===== src/rtl/t_l.sv =====
// Thunderbird-style tail-light sequencer: three lamps per side, outward turn sweeps, hazard flash.
// Optional T_L_SYNC_IN_EN adds 2-flop synchronizers on the L/R/H request inputs.
module t_l #(
  parameter int unsigned STEP_CYCLES = 1
) (
  input  logic       clk,
  input  logic       rst,
  input  logic       L,
  input  logic       R,
  input  logic       H,
  output logic [2:0] TL,
  output logic [2:0] TR
);

  localparam int unsigned CW = (STEP_CYCLES > 1) ? $clog2(STEP_CYCLES) : 1;

  typedef enum logic [2:0] {
    IDLE = 3'd0,
    L1   = 3'd1,
    L2   = 3'd2,
    L3   = 3'd3,
    R1   = 3'd4,
    R2   = 3'd5,
    R3   = 3'd6,
    LR3  = 3'd7
  } state_t;

  state_t        state, state_nx;
  logic [CW-1:0] cnt;
  logic          tick;
  logic          l_s, r_s, h_s;

`ifdef T_L_SYNC_IN_EN
  logic [1:0] l_sync, r_sync, h_sync;

  always_ff @(posedge clk or posedge rst) begin
    if (rst) begin
      l_sync <= '0;
      r_sync <= '0;
      h_sync <= '0;
    end else begin
      l_sync <= {l_sync[0], L};
      r_sync <= {r_sync[0], R};
      h_sync <= {h_sync[0], H};
    end
  end

  assign l_s = l_sync[1];
  assign r_s = r_sync[1];
  assign h_s = h_sync[1];
`else
  assign l_s = L;
  assign r_s = R;
  assign h_s = H;
`endif

  // With STEP_CYCLES=1 the counter sits at 0 and every edge is a tick.
  assign tick = (cnt == CW'(STEP_CYCLES - 1));

  always_ff @(posedge clk or posedge rst) begin
    if (rst) begin
      cnt <= '0;
    end else if (tick) begin
      cnt <= '0;
    end else begin
      cnt <= cnt + CW'(1);
    end
  end

  always_ff @(posedge clk or posedge rst) begin
    if (rst) begin
      state <= IDLE;
    end else begin
      state <= state_nx;
    end
  end

  always_comb begin
    state_nx = state;
    TL       = '0;
    TR       = '0;

    if (tick) begin
      unique case (state)
        IDLE: begin
          if (h_s || (l_s && r_s)) state_nx = LR3;
          else if (l_s)            state_nx = L1;
          else if (r_s)            state_nx = R1;
          else                     state_nx = IDLE;
        end
        L1:      state_nx = h_s ? LR3 : L2;
        L2:      state_nx = h_s ? LR3 : L3;
        R1:      state_nx = h_s ? LR3 : R2;
        R2:      state_nx = h_s ? LR3 : R3;
        L3, R3, LR3: state_nx = IDLE;
        default: state_nx = IDLE;
      endcase
    end

    unique case (state)
      IDLE:    begin TL = 3'b000; TR = 3'b000; end
      L1:      begin TL = 3'b001; TR = 3'b000; end
      L2:      begin TL = 3'b011; TR = 3'b000; end
      L3:      begin TL = 3'b111; TR = 3'b000; end
      R1:      begin TL = 3'b000; TR = 3'b001; end
      R2:      begin TL = 3'b000; TR = 3'b011; end
      R3:      begin TL = 3'b000; TR = 3'b111; end
      LR3:     begin TL = 3'b111; TR = 3'b111; end
      default: begin TL = 3'b000; TR = 3'b000; end
    endcase
  end

endmodule


===== config.mk =====
export PLATFORM = sky130hd
export DESIGN_NAME = t_l
export DESIGN_NICKNAME = d
export VERILOG_FILES = /design/src/rtl/t_l.sv
export SDC_FILE = /design/constraint.sdc
export NUM_CORES = 1
export LEC_CHECK = 0
export ABC_AREA = 1
export BUFFER_PORTS_ARGS = -buffer_cell sky130_fd_sc_hd__clkbuf_2
export CAP_MARGIN = 20
export CORE_AREA = 2 2 39 41
export DETAILED_ROUTE_END_ITERATION = 10
export DIE_AREA = 0 0 41 43
export PLACE_DENSITY_LB_ADDON = 0.1
export REMOVE_ABC_BUFFERS = 1
export SYNTH_ARGS = -nofsm -noshare
export SYNTH_HDL_FRONTEND = slang
export SYNTH_SLANG_ARGS = --single-unit
export TNS_END_PERCENT = 5

===== constraint.sdc =====
create_clock -name clk -period 1.1 [get_ports clk]
set_input_delay 0.33 -clock clk [delete_from_list [all_inputs] [get_ports clk]]
set_output_delay 0.33 -clock clk [all_outputs]
set_load 0.01 [all_outputs]

**Word-level counts from Yosys, hierarchy flattened**

Memory sizes are Yosys's and may differ from the RTL's.
Cells that the tools add are included.
Widths: inputs -> output; s select.

- Memory bits (read-only): 48
- Logic and storage cells: 24
- Input bits: 5
- Memories kept: 1
- Bits in registers: 4
- Output and inout bits: 6

- Eq/ne operators: 7
- Muxes and demuxes: 9
- Reduce and logical (&&, ||, !) cells: 4
- Add/sub/neg operators: 1

Memory list:

| name | depth | width | rd ports | clocked after memory_dff | wr ports | RTL line | RTL |
|---|---|---|---|---|---|---|---|
| (no name shown) | 8 | 6 | 1 | 0 | 0 | 100 | `unique case (state)` |

Operator list:

| kind | number |
|---|---|
| $pmux 3 s6 | 1 |
| $mux 3 | 5 |
| $eq 3x3->1 const B | 4 |
| $eq 3x2->1 const B | 2 |
| $eq 3x1->1 const B | 1 |
| $logic_not 3->1 | 1 |
| $reduce_or 3->1 | 1 |
| $mux 1 | 2 |
| $mux 2 | 1 |
| $add 1x1->1 const B | 1 |
| $logic_and 1x1->1 | 1 |
| $logic_or 1x1->1 | 1 |

**Logic depth before layout (Yosys ltp)**

Gate-level depths: netlist of the first run.

- Depth after elaboration: 4
- Mapped depth: 5
- Mapped depth without buffers: 5

**Least setup slack after synthesis of the first run**

OpenSTA, ideal clock, no wires.

- Path type: flip-flop to output port
- From: register state[1]
- To: output port TL[0]
- Setup slack: 0.049 ns
- Arrival: 0.721 ns
- Stages on the path, launching flop included: 3
- Required time: 0.770 ns
- Buffers on the path: 0
- Cells stage by stage: dfrtp_1 -> nor2_1 -> a21oi_1

- Longest elaborated chain between the ends: 1

RTL lines:

| item | RTL line | RTL |
|---|---|---|
| start: declaration | 28 | `state_t state, state_nx;` |
| start signal: assignment | 74 | `state <= state_nx;` |
| $mem_v2 8x6 | -- |  |
| end: declaration | 11 | `output logic [2:0] TL,` |

No other way between the ends.

**Worst setup path after layout of the first run**

- From: register state[0]
- To: output port TL[0]

The elaborated chain is that of the path after synthesis.

==> results of run 1 <==
[power groups by stage]
stage / combinational (mW) / clock, mW / sequential, mW
after detailed placement: 0.778 / 0 / 0.227
after floorplan: 0.367 / 0 / 0.237
after CTS: 0.884 / 0.202 / 0.244
final: 0.945 / 0.195 / 0.264
after global placement: 0.804 / 0 / 0.232
after global routing: 1.05 / 0.203 / 0.276
[cell families (layout without fill, tap and decap cells)]
| logic type | count (synthesis) | count (layout) | synth area share, % |
|---|---|---|---|
| and+or+nand+nor | 23 | 23 | 42.2 |
| AOI/OAI and AO/OA | 2 | 2 | 4.44 |
| buffers and inverters | 11 | 37 | 20.0 |
| DFF | 3 | 3 | 33.3 |
[cell usage after synthesis (all sizes together)]
master	number	area, sq um
nand2	14	52.6
inv	10	37.5
nand3	7	35.0
dfrtp	3	75.1
a21oi	2	10.0
nor2	2	7.51
buf	1	7.51
[metal layers]
layer	track usage, %	wire [um]	vias up
met5	0	0	-
met4	8.00	13	0
met3	1.57	30	2
met2	12.2	335	10
met1	10.4	266	136
li1	-	-	168
[area by class of cell]
cell class	count	area [sq um]
multi-input combinational	25	119
sequential	3	76.3
inverter	10	37.5
timing repair buffer	23	154
clock buffer	4	26.3
fill	154	951
tap	16	20.0
[metrics by stage]
step	setup TNS, ns	utilization [%]	cell area (sq um)	hold WS [ns]	instances
after floorplan	0	-	218	0.0836	38
after global placement	-0.0712	24.6	340	0.182	71
after detailed placement	-0.00594	24.6	340	0.184	71
after CTS	-1.27	29.5	408	0.377	79
after global routing	-1.66	31.3	433	0.398	81
final	-1.28	31.3	433	0.381	81
[worst max-delay path, cell delays in order, from the launching register on]
cell,delay [ns]
dfrtp_1,0.41
nand2_2,0.11
a21oi_2,0.12
buf_2,0.13
[repair_timing]
| item | in CTS | in global routing |
|---|---|---|
| gates resized for setup | 4 | 6 |
| setup endpoints to repair | 6 | 8 |
| cloned | 0 | 0 |
| pin swaps | 2 | 1 |
| hold endpoints to repair | 3 | 0 |
| setup buffers | 3 | 2 |
| hold buffers | 1 | 0 |
[worst max path at each step]
stage               startpoint     to  slack, ns  cells past startpoint
floorplan             state[2]  TL[1]       0.04                      3
CTS                   state[1]  TL[0]      -0.24                      3
global placement      state[1]  TL[0]      -0.05                      3
global route          state[0]  TL[0]      -0.27                      3
detailed placement    state[1]  TL[0]     -0.006                      3
finish                state[0]  TL[0]      -0.23                      3
==> summary.txt, run 1 <==
Status - complete, but fails checks
Failing checks - setup timing
Dpl ws - -0.00594 ns
Max Clock Skew - 0.00283 ns
Max Cap Viol - 0
Total GRT Usage - 8.66%
Switch Pwr - 0.581 mW
Crit-path max FO - 4
Type of the worst setup path - reg -> out
Flop2flop setup slack - -0.03 ns
Final worst path period share - 121%
Max VDD drop - 0.000722 V
Yosys warnings - 0
Final setup viols - 8
Net Sw Frac - 41.4%
Clk root buf - clkbuf_4
Die height - 43 um
Antenna cell count - 0
Final worst slack - -0.233 ns
Fmax - 750 MHz
Reg2Reg Depth - 6
RSZ-0062 raised after global routing - yes
Num CTS Buffers - 3
Largest Register - state
Skew-Pair Late Insertion Delay - 0.23 ns
Total power - 1.40 mW
Post-Synthesis Cells - 39
Clock Power Share - 13.9%
Internal power - 0.821 mW
Register area share after synthesis - 33.3%
Hold Path Stages - 3
CTS sink cnt - 3
Area grow syn2layout - 92.2%
Final period demand of the worst path - 1.33 ns
Worst hold start - H
Final WL - 645 um
H-Tree Depth - 1
Commonest non-fill, non-tap cell in the layout - nand2_1
First-pass GRT wire length - 1.01 mm
DRT Pass-1 Iters - 4
Ratio of cells with drive above 1 in the final layout - 46.2%
Commonest non-fill, non-tap cells in the layout - nand2_1 (13), buf_4 (11), inv_1 (9)
Flops & latches, synth - 3
Number of vias per cell - 3.90
Largest regs - state: 3 flops
R2r endpoint - state[1]
Comb pwr share - 67.3%
Actual slew at the worst max-slew pin - 0.175 ns
Syn Std Cell Area - 225 sq um
Largest net degree at the start of global routing - 5
Grt ovf - 0
Chip Width - 41 um
Final Net Count - 71
CP arrival - 1.00 ns
DRC Markers - 0
Crit. End Element - output pin
Row count - 14
Reg clk slew, reported paths - 0.04 ns
Worst hold path class - in -> reg
Initial antenna violation count - 0
PD cells - 3240 nW/um^2
Avg Cell Area, Syn - 5.77 sq um
Final hold violations - 0
PortBufs - 10
Vias in the first global route - 279
Hold endpoint - state[2]
CTS tree - done
Post-DR wirelength/cell - 7.96 um
Initial Util - 16.3%
Leak pwr - 0.275 nW
Worst Path Required - 0.77 ns
Dpl hpwl - 493 um
Worst r2r src - state[0]
Max Slew Vio Count - 0
Startpoint types - register
Placeable core area - 1380 sq um
Via Count - 316
Antenna Nets Post-Route - 0
RePlAce Congestion - 0.757
Io pins - 11
Max_slew headroom - 88.3%
Netlist cell types - 7
Die area - 1760 sq um
Max reg flops - 3
Clk buf depth - 2
DRT iter0 DRCs - 6
Sequential power share - 18.8%
No activity file was read; power rests on OpenSTA's default activity.
==> run 2: changes to the inputs <==
--- a/config.mk
+++ b/config.mk
@@ -7,3 +7,2 @@
 export LEC_CHECK = 0
-export ABC_AREA = 1
 export BUFFER_PORTS_ARGS = -buffer_cell sky130_fd_sc_hd__clkbuf_2
==> constraint.sdc (replaced) <==
create_clock -name clk -period 1.1 [get_ports clk]
set_input_delay 0.11 -clock clk [delete_from_list [all_inputs] [get_ports clk]]
set_output_delay 0.11 -clock clk [all_outputs]
set_load 0.01 [all_outputs]
==> summary.txt, run 2 <==
Clk root buf - clkbuf_4
Async set-reset flop share out of synthesis - 100% (unchanged)
Skew-Pair Late Insertion Delay - 0.23 ns (about the same)
FF+latch area - 77.6 sq um (+1.6%)
Via Count - 241 (-24%)
Dpl hpwl - 411 um (-17%)
Die area - 1760 sq um (unchanged)
Io pins - 11 (unchanged)
Syn Std Cell Area - 186 sq um (-17%)
Chip Width - 41 um (unchanged)
Placed instance area - 256 sq um (-25%)
PortBufs - 10 (unchanged)
Initial antenna violation count - 0 (unchanged)
Row count - 14 (unchanged)
Total negative slack - -0.119 ns (+1.16 ns)
Post-DR wirelength/cell - 10.4 um (+30%)
Max_slew headroom - 87.9% (-0.39 points)
Final hold violations - 0 (unchanged)
Type of the worst setup path - reg -> out
Number of vias per cell - 4.08 (+4.7%)
Crit. End Element - output pin
Multi-input logic area - 91.3 sq um (-23%)
Worst hold path class - in -> reg
Clk buf depth - 2 (unchanged)
Final setup viols - 3 (-5)
Commonest non-fill, non-tap cells in the layout - clkbuf_2 (6), buf_4 (6), nor2_1 (4), buf_2 (4)
Ys flop type - dfrtp_1
Post-Synthesis Cells - 23 (-41%)
PD cells - 3520 nW/um^2 (+8.5%)
DRT iter0 DRCs - 4 (-2)
CTS tree - done
Avg Cell Area, Syn - 8.11 sq um (+40%)
Largest regs - state: 3 flops
Post-route design area - 335 sq um (-23%)
Antenna Nets Post-Route - 0 (unchanged)
Total GRT Usage - 9.53% (+0.87 points)
DRC Markers - 0 (unchanged)
CP cell instances - inv_2 > a21oi_2 > a21o_2 > clkbuf_2
Largest Register - state
DRT Pass-1 Iters - 3 (-1)
Post-synth top cells - nor2_1 (5), dfrtp_1 (3), inv_1 (2), inv_2 (2), o22ai_1 (2)
Initial Util - 13.5% (-2.8 points)
Final period demand of the worst path - 1.19 ns (-0.141 ns)
Max Clock Skew - 0.00182 ns (-0.00101 ns)
Status - complete, but fails checks
Top-count cell post-synth - nor2_1
Critical Path Slowest Stage Cell - dfrtp_1
Final worst path period share - 108% (-13 points)
Fmax - 839 MHz (+12%)
CTS sink cnt - 3 (unchanged)
Max VDD drop - 0.000730 V (+1.1%)
EDFF count, synth - 0 (unchanged)
Largest net degree at the start of global routing - 6 (+1)
Worst Path Required - 0.99 ns (+0.22 ns)
Netlist cell types - 14 (+7)
H-Tree Depth - 1 (unchanged)
Num CTS Buffers - 3 (unchanged)
Grt ovf - 0 (unchanged)
Placeable core area - 1380 sq um (unchanged)
Failing checks - setup timing
Post-synth top area share - 40.3% (+6.9 points)
Register area share after synthesis - 40.3% (+6.9 points)
Synth top area cells - dfrtp_1 (40%), nor2_1 (10%), o22ai_1 (6.7%)
Crit-path max FO - 5 (+1)
Startpoint types - register
Total power - 1.18 mW (-16%)
Vias in the first global route - 283 (+1.4%)
Yosys warnings - 0 (unchanged)
Actual slew at the worst max-slew pin - 0.180 ns (+0.00505 ns)
Util after Layout - 24.2% (-7.1 points)
RSZ-0062 raised after global routing - yes
Leak pwr - 0.174 nW (-37%)
Final Net Count - 49 (-31%)
Flops & latches, synth - 3 (unchanged)
Reg clk slew, reported paths - 0.04 ns (about the same)
Max reg flops - 3 (unchanged)
Die height - 43 um (unchanged)
Largest area contributor in the netlist - dfrtp_1
Final WL - 611 um (-5.3%)
Number of fill cells - 160 (+3.9%)
Max Cap Viol - 0 (unchanged)
First-pass GRT wire length - 1.12 mm (+11%)
Area grow syn2layout - 79.9%
RePlAce Congestion - 0.658 (-13%)
Max Slew Vio Count - 0 (unchanged)
CP arrival - 1.08 ns (+0.08 ns)
Antenna cell count - 0 (unchanged)
Slowest stage delay, CP - 0.40 ns (about the same)
Ratio of cells with drive above 1 in the final layout - 62.8% (+17 points)
Final worst slack - -0.0921 ns (+0.141 ns)
-- run 2: cell count changes after synthesis, sizes merged, moves of 2 or more --
cell / before / now
nor2: 2 / 5
inv: 10 / 4
o22ai: 0 / 2
nand3: 7 / 0
nand2: 14 / 0
-- run 2: critical path, delay by kind of cell, from the launching register on --
family          cells  cell delay (ns)
flops               1             0.40
buf+inv             2             0.23
compound gates      2             0.23
-- run 2: final timing paths --
check                           slack (ns)  cells past startpoint  endpoint     start
worst max-delay path                 -0.09                      4     TL[0]  state[1]
worst min-delay path                  0.18                      2  state[0]         H
worst max register to register           0                      3  state[0]  state[1]
worst min register to register        0.62                      2  state[2]  state[1]
max in group asynchronous             0.68                      3  state[2]       rst
min in group asynchronous             0.27                      3  state[1]       rst
-- run 2: cell type report --
cell class | instances | share of cell area [%]
Clock buffer | 4 | 7.84
Inverter | 4 | 4.48
Multi-Input combinational cell | 15 | 27.2
Sequential cell | 3 | 23.1
Tap cell | 16 | 5.97
Timing Repair Buffer | 17 | 31.3
-- run 2: timing repair --
action	CTS	global route
resized for setup	2	6
buffers inserted	5	0
setup endpoints to repair	5	8
hold endpoints to repair	3	0
hold buffers	1	0
pin swaps	1	1
-- run 2: logic make-up after synthesis --
family	after synthesis	synth area share, %
DFF	3	40.3
AOI/OAI and AO/OA	8	31.5
buffers and inverters	5	12.1
and+or+nand+nor	7	16.1
-- run 2: per-layer routing --
metal	routed length (um)	up-vias	GRT usage (%)
li1	-	121	-
met5	0	-	0
met1	287	115	11.2
met3	25	0	3.14
met4	0	0	6.00
met2	298	5	14.1
-- run 2: per-stage QoR --
stage	std cells	setup slack [ns]	hold slack, ns
CTS	59	-0.106	0.171
global route	59	-0.150	0.184
floorplan	22	0.117	-0.136
finish	59	-0.0921	0.180
global placement	49	0.0924	-0.0393
detailed placement	49	0.0694	-0.0371
-- run 2: where the power goes --
group          internal (mW)  total (mW)  switching [mW]
logic                  0.374       0.737           0.363
clock network          0.136       0.197          0.0606
registers              0.178       0.245          0.0674
total                  0.688        1.18           0.491
